**src/rtl/ps2_kb_cmd_seq.sv**
```systemverilog
`default_nettype none
// ============================================================================
// Module   : ps2_kb_cmd_seq
// Purpose  : Keyboard command sequencer between the system and the PS/2
//            transmitter/receiver pair. Issues the keyboard reset sequence
//            (FF, wait FA, wait BAT result AA) and the LED update sequence
//            (ED, wait FA, LED byte, wait FA). Handles FE resend requests,
//            transmit errors, reply timeouts and a bounded retry count.
// Ports    : clk, rst            - clock, synchronous active-high reset
//            kb_reset_req        - pulse, request keyboard reset sequence
//            led_update          - pulse, request LED update sequence
//            led_state[2:0]      - {caps,num,scroll}, sampled at LED byte load
//            tx_data/tx_load     - byte and load strobe to the transmitter
//            tx_busy/tx_error    - transmitter status
//            rx_valid/rx_byte    - received byte strobe and value
//            rcv_enable          - receiver enable (low while transmitting)
//            cmd_busy            - sequence in progress
//            cmd_done            - pulse, sequence completed successfully
//            cmd_error           - sticky failure, cleared on next sequence
// Revision : 1.0 - initial release
// ============================================================================
module ps2_kb_cmd_seq #(
    parameter logic [23:0] ACK_TIMEOUT   = 24'd600000,
    parameter logic [23:0] BAT_TIMEOUT   = 24'd14000000,
    parameter logic [1:0]  MAX_RETRY     = 2'd3,
    parameter logic        INIT_ON_RESET = 1'b1
) (
    input  logic       clk,
    input  logic       rst,
    input  logic       kb_reset_req,
    input  logic       led_update,
    input  logic [2:0] led_state,
    output logic [7:0] tx_data,
    output logic       tx_load,
    input  logic       tx_busy,
    input  logic       tx_error,
    input  logic       rx_valid,
    input  logic [7:0] rx_byte,
    output logic       rcv_enable,
    output logic       cmd_busy,
    output logic       cmd_done,
    output logic       cmd_error
);

    localparam logic [7:0] c_byte_reset = 8'hFF;
    localparam logic [7:0] c_byte_led   = 8'hED;
    localparam logic [7:0] c_byte_ack   = 8'hFA;
    localparam logic [7:0] c_byte_rsnd  = 8'hFE;
    localparam logic [7:0] c_byte_bat   = 8'hAA;
    localparam logic [7:0] c_byte_batf  = 8'hFC;

    localparam logic [2:0] c_st_idle = 3'd0;
    localparam logic [2:0] c_st_load = 3'd1;
    localparam logic [2:0] c_st_tx   = 3'd2;
    localparam logic [2:0] c_st_ack  = 3'd3;
    localparam logic [2:0] c_st_bat  = 3'd4;
    localparam logic [2:0] c_st_fail = 3'd5;
    localparam logic [2:0] c_st_done = 3'd6;
    localparam logic [2:0] c_st_err  = 3'd7;

    logic [2:0]  r_state;
    logic        r_seq_rst;     // 1: reset sequence, 0: LED sequence
    logic        r_byte_idx;    // byte position within the sequence
    logic [1:0]  r_retry;
    logic [23:0] r_cnt;
    logic        r_pend_rst;
    logic        r_pend_led;
    logic        r_cmd_error;
    logic [7:0]  r_tx_data;

    logic [2:0]  w_state_next;
    logic        w_seq_rst_next;
    logic        w_idx_next;
    logic        w_start;
    logic        w_fa_accept;
    logic        w_retry_inc;
    logic        w_cnt_clear;
    logic [7:0]  w_load_byte;
    logic        w_rx_fa;
    logic        w_rx_fe;

    assign w_rx_fa = rx_valid && (rx_byte == c_byte_ack);
    assign w_rx_fe = rx_valid && (rx_byte == c_byte_rsnd);

    always_comb begin
        w_state_next   = r_state;
        w_seq_rst_next = r_seq_rst;
        w_idx_next     = r_byte_idx;
        w_start        = 1'b0;
        w_fa_accept    = 1'b0;
        w_retry_inc    = 1'b0;
        case (r_state)
            c_st_idle: begin
                if (r_pend_rst) begin
                    w_state_next   = c_st_load;
                    w_seq_rst_next = 1'b1;
                    w_idx_next     = 1'b0;
                    w_start        = 1'b1;
                end else if (r_pend_led) begin
                    w_state_next   = c_st_load;
                    w_seq_rst_next = 1'b0;
                    w_idx_next     = 1'b0;
                    w_start        = 1'b1;
                end
            end
            c_st_load: w_state_next = c_st_tx;
            c_st_tx: begin
                if (!tx_busy) begin
                    w_state_next = tx_error ? c_st_fail : c_st_ack;
                end
            end
            c_st_ack: begin
                // A FA/FE reply beats a coincident timeout; stray bytes do
                // not hold off the timeout, otherwise the count would run past
                // its terminal value.
                if (w_rx_fa) begin
                    w_fa_accept = 1'b1;
                    if (r_seq_rst) begin
                        w_state_next = c_st_bat;
                    end else if (!r_byte_idx) begin
                        w_state_next = c_st_load;
                        w_idx_next   = 1'b1;
                    end else begin
                        w_state_next = c_st_done;
                    end
                end else if (w_rx_fe) begin
                    w_state_next = c_st_fail;
                end else if (r_cnt == ACK_TIMEOUT - 24'd1) begin
                    w_state_next = c_st_fail;
                end
            end
            c_st_bat: begin
                if (rx_valid && (rx_byte == c_byte_bat)) begin
                    w_state_next = c_st_done;
                end else if (rx_valid && (rx_byte == c_byte_batf)) begin
                    w_state_next = c_st_err;
                end else if (r_cnt == BAT_TIMEOUT - 24'd1) begin
                    w_state_next = c_st_err;
                end
            end
            c_st_fail: begin
                if (r_retry < MAX_RETRY) begin
                    w_retry_inc  = 1'b1;
                    w_state_next = c_st_load;
                end else begin
                    w_state_next = c_st_err;
                end
            end
            c_st_done: w_state_next = c_st_idle;
            c_st_err:  w_state_next = c_st_idle;
            default:   w_state_next = c_st_idle;
        endcase
    end

    // Byte placed on tx_data when LOAD is entered; the LED byte captures
    // led_state at that moment.
    always_comb begin
        w_load_byte = c_byte_led;
        if (w_seq_rst_next) begin
            w_load_byte = c_byte_reset;
        end else if (w_idx_next) begin
            w_load_byte = {5'b0, led_state};
        end
    end

    assign w_cnt_clear = (w_state_next != r_state) &&
                         ((w_state_next == c_st_load) ||
                          (w_state_next == c_st_ack)  ||
                          (w_state_next == c_st_bat));

    always_ff @(posedge clk) begin
        if (rst) begin
            r_state     <= c_st_idle;
            r_seq_rst   <= 1'b0;
            r_byte_idx  <= 1'b0;
            r_retry     <= 2'd0;
            r_cnt       <= 24'd0;
            r_pend_rst  <= INIT_ON_RESET;
            r_pend_led  <= 1'b0;
            r_cmd_error <= 1'b0;
            r_tx_data   <= 8'h00;
        end else begin
            r_state    <= w_state_next;
            r_seq_rst  <= w_seq_rst_next;
            r_byte_idx <= w_idx_next;

            // Starting either sequence clears pend_led: a keyboard reset
            // leaves the LEDs dark, so a queued LED update is obsolete.
            r_pend_rst <= (r_pend_rst && !(w_start && w_seq_rst_next)) || kb_reset_req;
            r_pend_led <= (r_pend_led && !w_start) || led_update;

            if (w_start || w_fa_accept) begin
                r_retry <= 2'd0;
            end else if (w_retry_inc) begin
                r_retry <= r_retry + 2'd1;
            end

            if (w_cnt_clear) begin
                r_cnt <= 24'd0;
            end else if ((r_state == c_st_ack) || (r_state == c_st_bat)) begin
                r_cnt <= r_cnt + 24'd1;
            end

            if (w_start) begin
                r_cmd_error <= 1'b0;
            end else if (w_state_next == c_st_err) begin
                r_cmd_error <= 1'b1;
            end

            if ((w_state_next == c_st_load) && (r_state != c_st_load)) begin
                r_tx_data <= w_load_byte;
            end
        end
    end

    assign tx_data    = r_tx_data;
    assign tx_load    = (r_state == c_st_load);
    assign rcv_enable = !((r_state == c_st_load) || (r_state == c_st_tx));
    assign cmd_busy   = !((r_state == c_st_idle) || (r_state == c_st_done) ||
                          (r_state == c_st_err));
    assign cmd_done   = (r_state == c_st_done);
    assign cmd_error  = r_cmd_error;

endmodule
`default_nettype wire

```
**config.mk**
```make
export PLATFORM = sky130hd
export DESIGN_NAME = ps2_kb_cmd_seq
export DESIGN_NICKNAME = d
export VERILOG_FILES = /design/src/rtl/ps2_kb_cmd_seq.sv
export SDC_FILE = /design/constraint.sdc
export NUM_CORES = 1
export LEC_CHECK = 0
export ABC_AREA = 1
export BUFFER_PORTS_ARGS = -buffer_cell sky130_fd_sc_hd__buf_2
export CAP_MARGIN = 15
export CORE_ASPECT_RATIO = 0.5
export CORE_MARGIN = 2
export CORE_UTILIZATION = 45
export CTS_CLUSTER_DIAMETER = 30
export DETAILED_ROUTE_END_ITERATION = 7
export GPL_ROUTABILITY_DRIVEN = 0
export SLEW_MARGIN = 10
export SYNTH_ARGS = -nofsm -noshare
export SYNTH_HDL_FRONTEND = slang
export SYNTH_SLANG_ARGS = --single-unit
```
**constraint.sdc**
```tcl
create_clock -name clk -period 4.9 [get_ports clk]
set_input_delay 0.245 -clock clk [delete_from_list [all_inputs] [get_ports clk]]
set_output_delay 0.245 -clock clk [all_outputs]
set_load 0.02 [all_outputs]
```
==> impl_metrics.yaml <==
place:
  detailedPlace.worstSlack_ns: 2.828
  place.detailed.hpwl_um: 3717
  placed_area_sq_mm: 0.002549
  io_buffer_count: 30
  dpl.cell_count: 433
timing:
  maxSlewHeadroom_pct: 74.79
  final-hold-violation-count: 0
  setup_tns_ns: 0
  fin_crit_ns: 2.065
  fin_worst_setup_slack_ns: 2.835
  final-setup-viol-count: 0
  finalCritPeriodShare_pct: 42.14
  worst-slew-pin-transition_ns: 0.3782
  grt_setup_unrepaired: "no"
  max_clock_freq_mhz: 484.3
  clock_skew_ns: 0.007315
  final_max_slew_viol_count: 0
yosys:
  netlist_instances: 342
  synth.lib_cells_used.distinct: 31
  synth_nets: 362
  register_area_share_after_synthesis_pct: 32.79
  synth_area_sq_mm: 0.002381
  ys_warn_count: 0
  synth_seq_cells: 39
  syn_avg_cell_area_sq_um: 6.962
layout:
  final_cells: 441
  final_nets: 390
  diodes: 0
  area_growth_syn_to_layout_pct: 10.46
  finish.instance_area_sq_mm: 0.002630
  final_layout_size_suffix_gt1_share_pct: 21.29
global_routing:
  grt-ovfl-total: 0
  global_route.usage.total_pct: 17.13
  maximum_number_of_pins_on_one_net_before_global_route_repair: 25
  first_pass_grt_wire_length_um: 8328
  grt_antenna_before_repair: 0
  number_of_global_route_vias_before_repair: 1892
detailed_routing:
  detailedRoute.firstPassIterationCount: 4
  route.vias.total: 2098
  post_drt_antenna_nets: 0
  post_drt_wl_per_cell_um: 10.85
  totalWireLength_um: 4784
  post-route-drc-count: 0
  via_density_per_instance: 4.757
  drt_iter0_drc: 60
worst_setup_path:
  critical_path.max_fanout: 24
  timing.critical_path.slowest_stage_cell: "sky130_fd_sc_hd__dfxtp_1"
  critPathMostFrequentCell: "sky130_fd_sc_hd__nor2_1"
  timing.critical_path.required_ns: 5.07
  worstPathBufferInverterCount: 2
  cpLargestDelayFamily: "simple AND/OR/NAND/NOR gates"
  crit_arrival_ns: 2.23
  critical_path_class: "flop to flop"
  timing.critical_path.to_type: "flop"
  critical-path-max-stage-delay_ns: 0.49
  start_kind: "flop"
  critical_path.cell_chain: "inv_1, nor2_1, nand2_1, nor2_1, nand3_1, nand3_1, nand3_2, inv_1, nand2_1, o21ai_2, nand2_2, nand2_4, nor2_1"
die:
  core_region_area_sq_mm: 0.005000
  die_h_um: 55.44
  io-pin-count: 31
  die_width_um: 106.9
  die_area_sq_mm: 0.005924
  placementRows: 18
  initial_core_util_pct: 47.62
power:
  p_sw_share_pct: 37.25
  leakagePower_nw: 1.068
  power.total_w: 0.0008239
  clock_share_of_power_pct: 25.9
  combPwrFrac_pct: 30.9
  p_switching_w: 0.0003069
  seqPwrFrac_pct: 43.2
  powerDensity_mw_per_mm2: 313.3
  p_int_w: 0.0005169
  max-vdd-ir-drop_mv: 0.2111
clock_tree:
  cts.repair.resized: 0
  clock_sinks: 39
  path_clk_slew_ns: 0.08
  numCtsBuffers: 5
  ctsRootBufferMaster: "sky130_fd_sc_hd__clkbuf_8"
  clk_latency_ns: 0.29
  cts_max_path_buffers: 2
  cts.hold.buffers_added: 0
  post_cts_buffers: 0
  htree_levels: 2
  cts_tree: "yes"
hold_path:
  worst_hold_path_type: "input pin to flop"
flow_run:
  drv.max_cap_violation_count: 0
status:
  status: "completed"
==> synthesized netlist by cell type <==
library cell	n	area [sq um]
sky130_fd_sc_hd__o21ai_1	1	5.000
sky130_fd_sc_hd__o22ai_1	2	12.51
sky130_fd_sc_hd__nand2_2	5	31.28
sky130_fd_sc_hd__or2_2	2	12.51
sky130_fd_sc_hd__nor2_1	60	225.2
sky130_fd_sc_hd__inv_2	2	7.510
sky130_fd_sc_hd__xnor2_1	10	87.58
sky130_fd_sc_hd__a211oi_1	1	7.510
sky130_fd_sc_hd__buf_2	2	10.01
sky130_fd_sc_hd__nand3_1	19	95.09
sky130_fd_sc_hd__nor3_2	1	10.01
sky130_fd_sc_hd__ha_1	2	25.02
sky130_fd_sc_hd__nand4_1	10	62.56
sky130_fd_sc_hd__buf_4	3	22.52
sky130_fd_sc_hd__nor3_1	4	20.02
sky130_fd_sc_hd__mux2i_1	1	10.01
sky130_fd_sc_hd__nand2_1	63	236.5
sky130_fd_sc_hd__inv_1	45	168.9
sky130_fd_sc_hd__o21ai_0	11	55.05
sky130_fd_sc_hd__nand3_2	5	50.05
sky130_fd_sc_hd__buf_1	1	3.750
sky130_fd_sc_hd__o21ai_2	1	8.760
sky130_fd_sc_hd__nor2_4	5	56.30
sky130_fd_sc_hd__dfxtp_1	39	780.8
sky130_fd_sc_hd__xor2_1	12	105.1
sky130_fd_sc_hd__nand3_4	3	52.55
sky130_fd_sc_hd__buf_6	3	33.78
sky130_fd_sc_hd__nor2_2	16	100.1
sky130_fd_sc_hd__nor4_2	1	12.51
sky130_fd_sc_hd__nand2_4	2	22.52
sky130_fd_sc_hd__a21oi_1	10	50.05
==> per-stage QoR <==
step	utilization [%]	hold slack (ns)
2_1_floorplan	-	0.3480
3_3_place_gp	50.98	0.4338
3_5_place_dp	50.98	0.4469
4_1_cts	52.60	0.1455
5_1_grt	52.60	0.1605
6_report	52.60	0.1470
==> final cells by class <==
class                           instances  area [sq um]
Fill cell                             525          2370
Multi-Input combinational cell        247          1354
Sequential cell                        39         780.7
Inverter                               47         176.4
Timing Repair Buffer                   30         150.1
Tap cell                               70         87.58
Clock buffer                            7         76.32
Clock inverter                          1         5.005
==> worst paths after layout <==
path                 from         end  slack (ns)  cells past startpoint
max             r_cnt[13]    r_cnt[0]        2.84                     13
min          kb_reset_req  r_pend_rst        0.15                      3
max reg2reg     r_cnt[13]    r_cnt[0]        2.84                     13
min reg2reg     cmd_error   cmd_error        0.47                      2
==> power groups by stage <==
stage	sequential, W	combinational (W)	clock (W)
2_1_floorplan	0.000376	0.000199	0
3_3_place_gp	0.000363	0.000253	0
3_5_place_dp	0.000363	0.000256	0
4_1_cts	0.000356	0.000258	0.000220
5_1_grt	0.000359	0.000283	0.000235
6_report	0.000356	0.000254	0.000213
==> worst min-delay path: stages <==
cell and delay (ns):
sky130_fd_sc_hd__buf_2 0.07, sky130_fd_sc_hd__nor2_1 0.03, sky130_fd_sc_hd__o21ai_0 0.05
==> cell usage in the layout, fill, tap and decap left out, drive strengths merged <==
cell type and instances:
a211oi 1, a21oi 10, buf 30, clkbuf 7, clkinv 1, dfxtp 39
ha 2, inv 47, mux2i 1, nand2 70, nand3 27, nand4 10
nor2 81, nor3 5, nor4 1, o21ai 13, o22ai 2, or2 2
xnor2 10, xor2 12
==> kinds of logic after synthesis <==
| logic type | synth area share, % |
|---|---|
| and+or+nand+nor | 41.46 |
| xor gates and xnor gates | 8.092 |
| adders and majority gates | 1.051 |
| buffers and inverters | 10.35 |
| AOI/OAI and AO/OA | 5.833 |
| muxes | 0.4204 |
| DFF | 32.79 |
==> layer usage <==
| layer | global-route usage [%] | wire (um) | up-vias |
|---|---|---|---|
| li1 | - | - | 1119 |
| met1 | 22.67 | 2394 | 936 |
| met2 | 28.03 | 2175 | 39 |
| met3 | 4.486 | 197 | 4 |
| met4 | 4.082 | 17 | 0 |
| met5 | 0 | 0 | - |
==> sequential cells by signal, indices dropped and copies added, names as in the netlist <==
name,cells
r_cnt,24
r_retry,2
tx_data,5
r_state,3
r_seq_rst,1
r_pend_rst,1
cmd_error,1
r_byte_idx,1
r_pend_led,1
(Power assumes the default switching activity.)
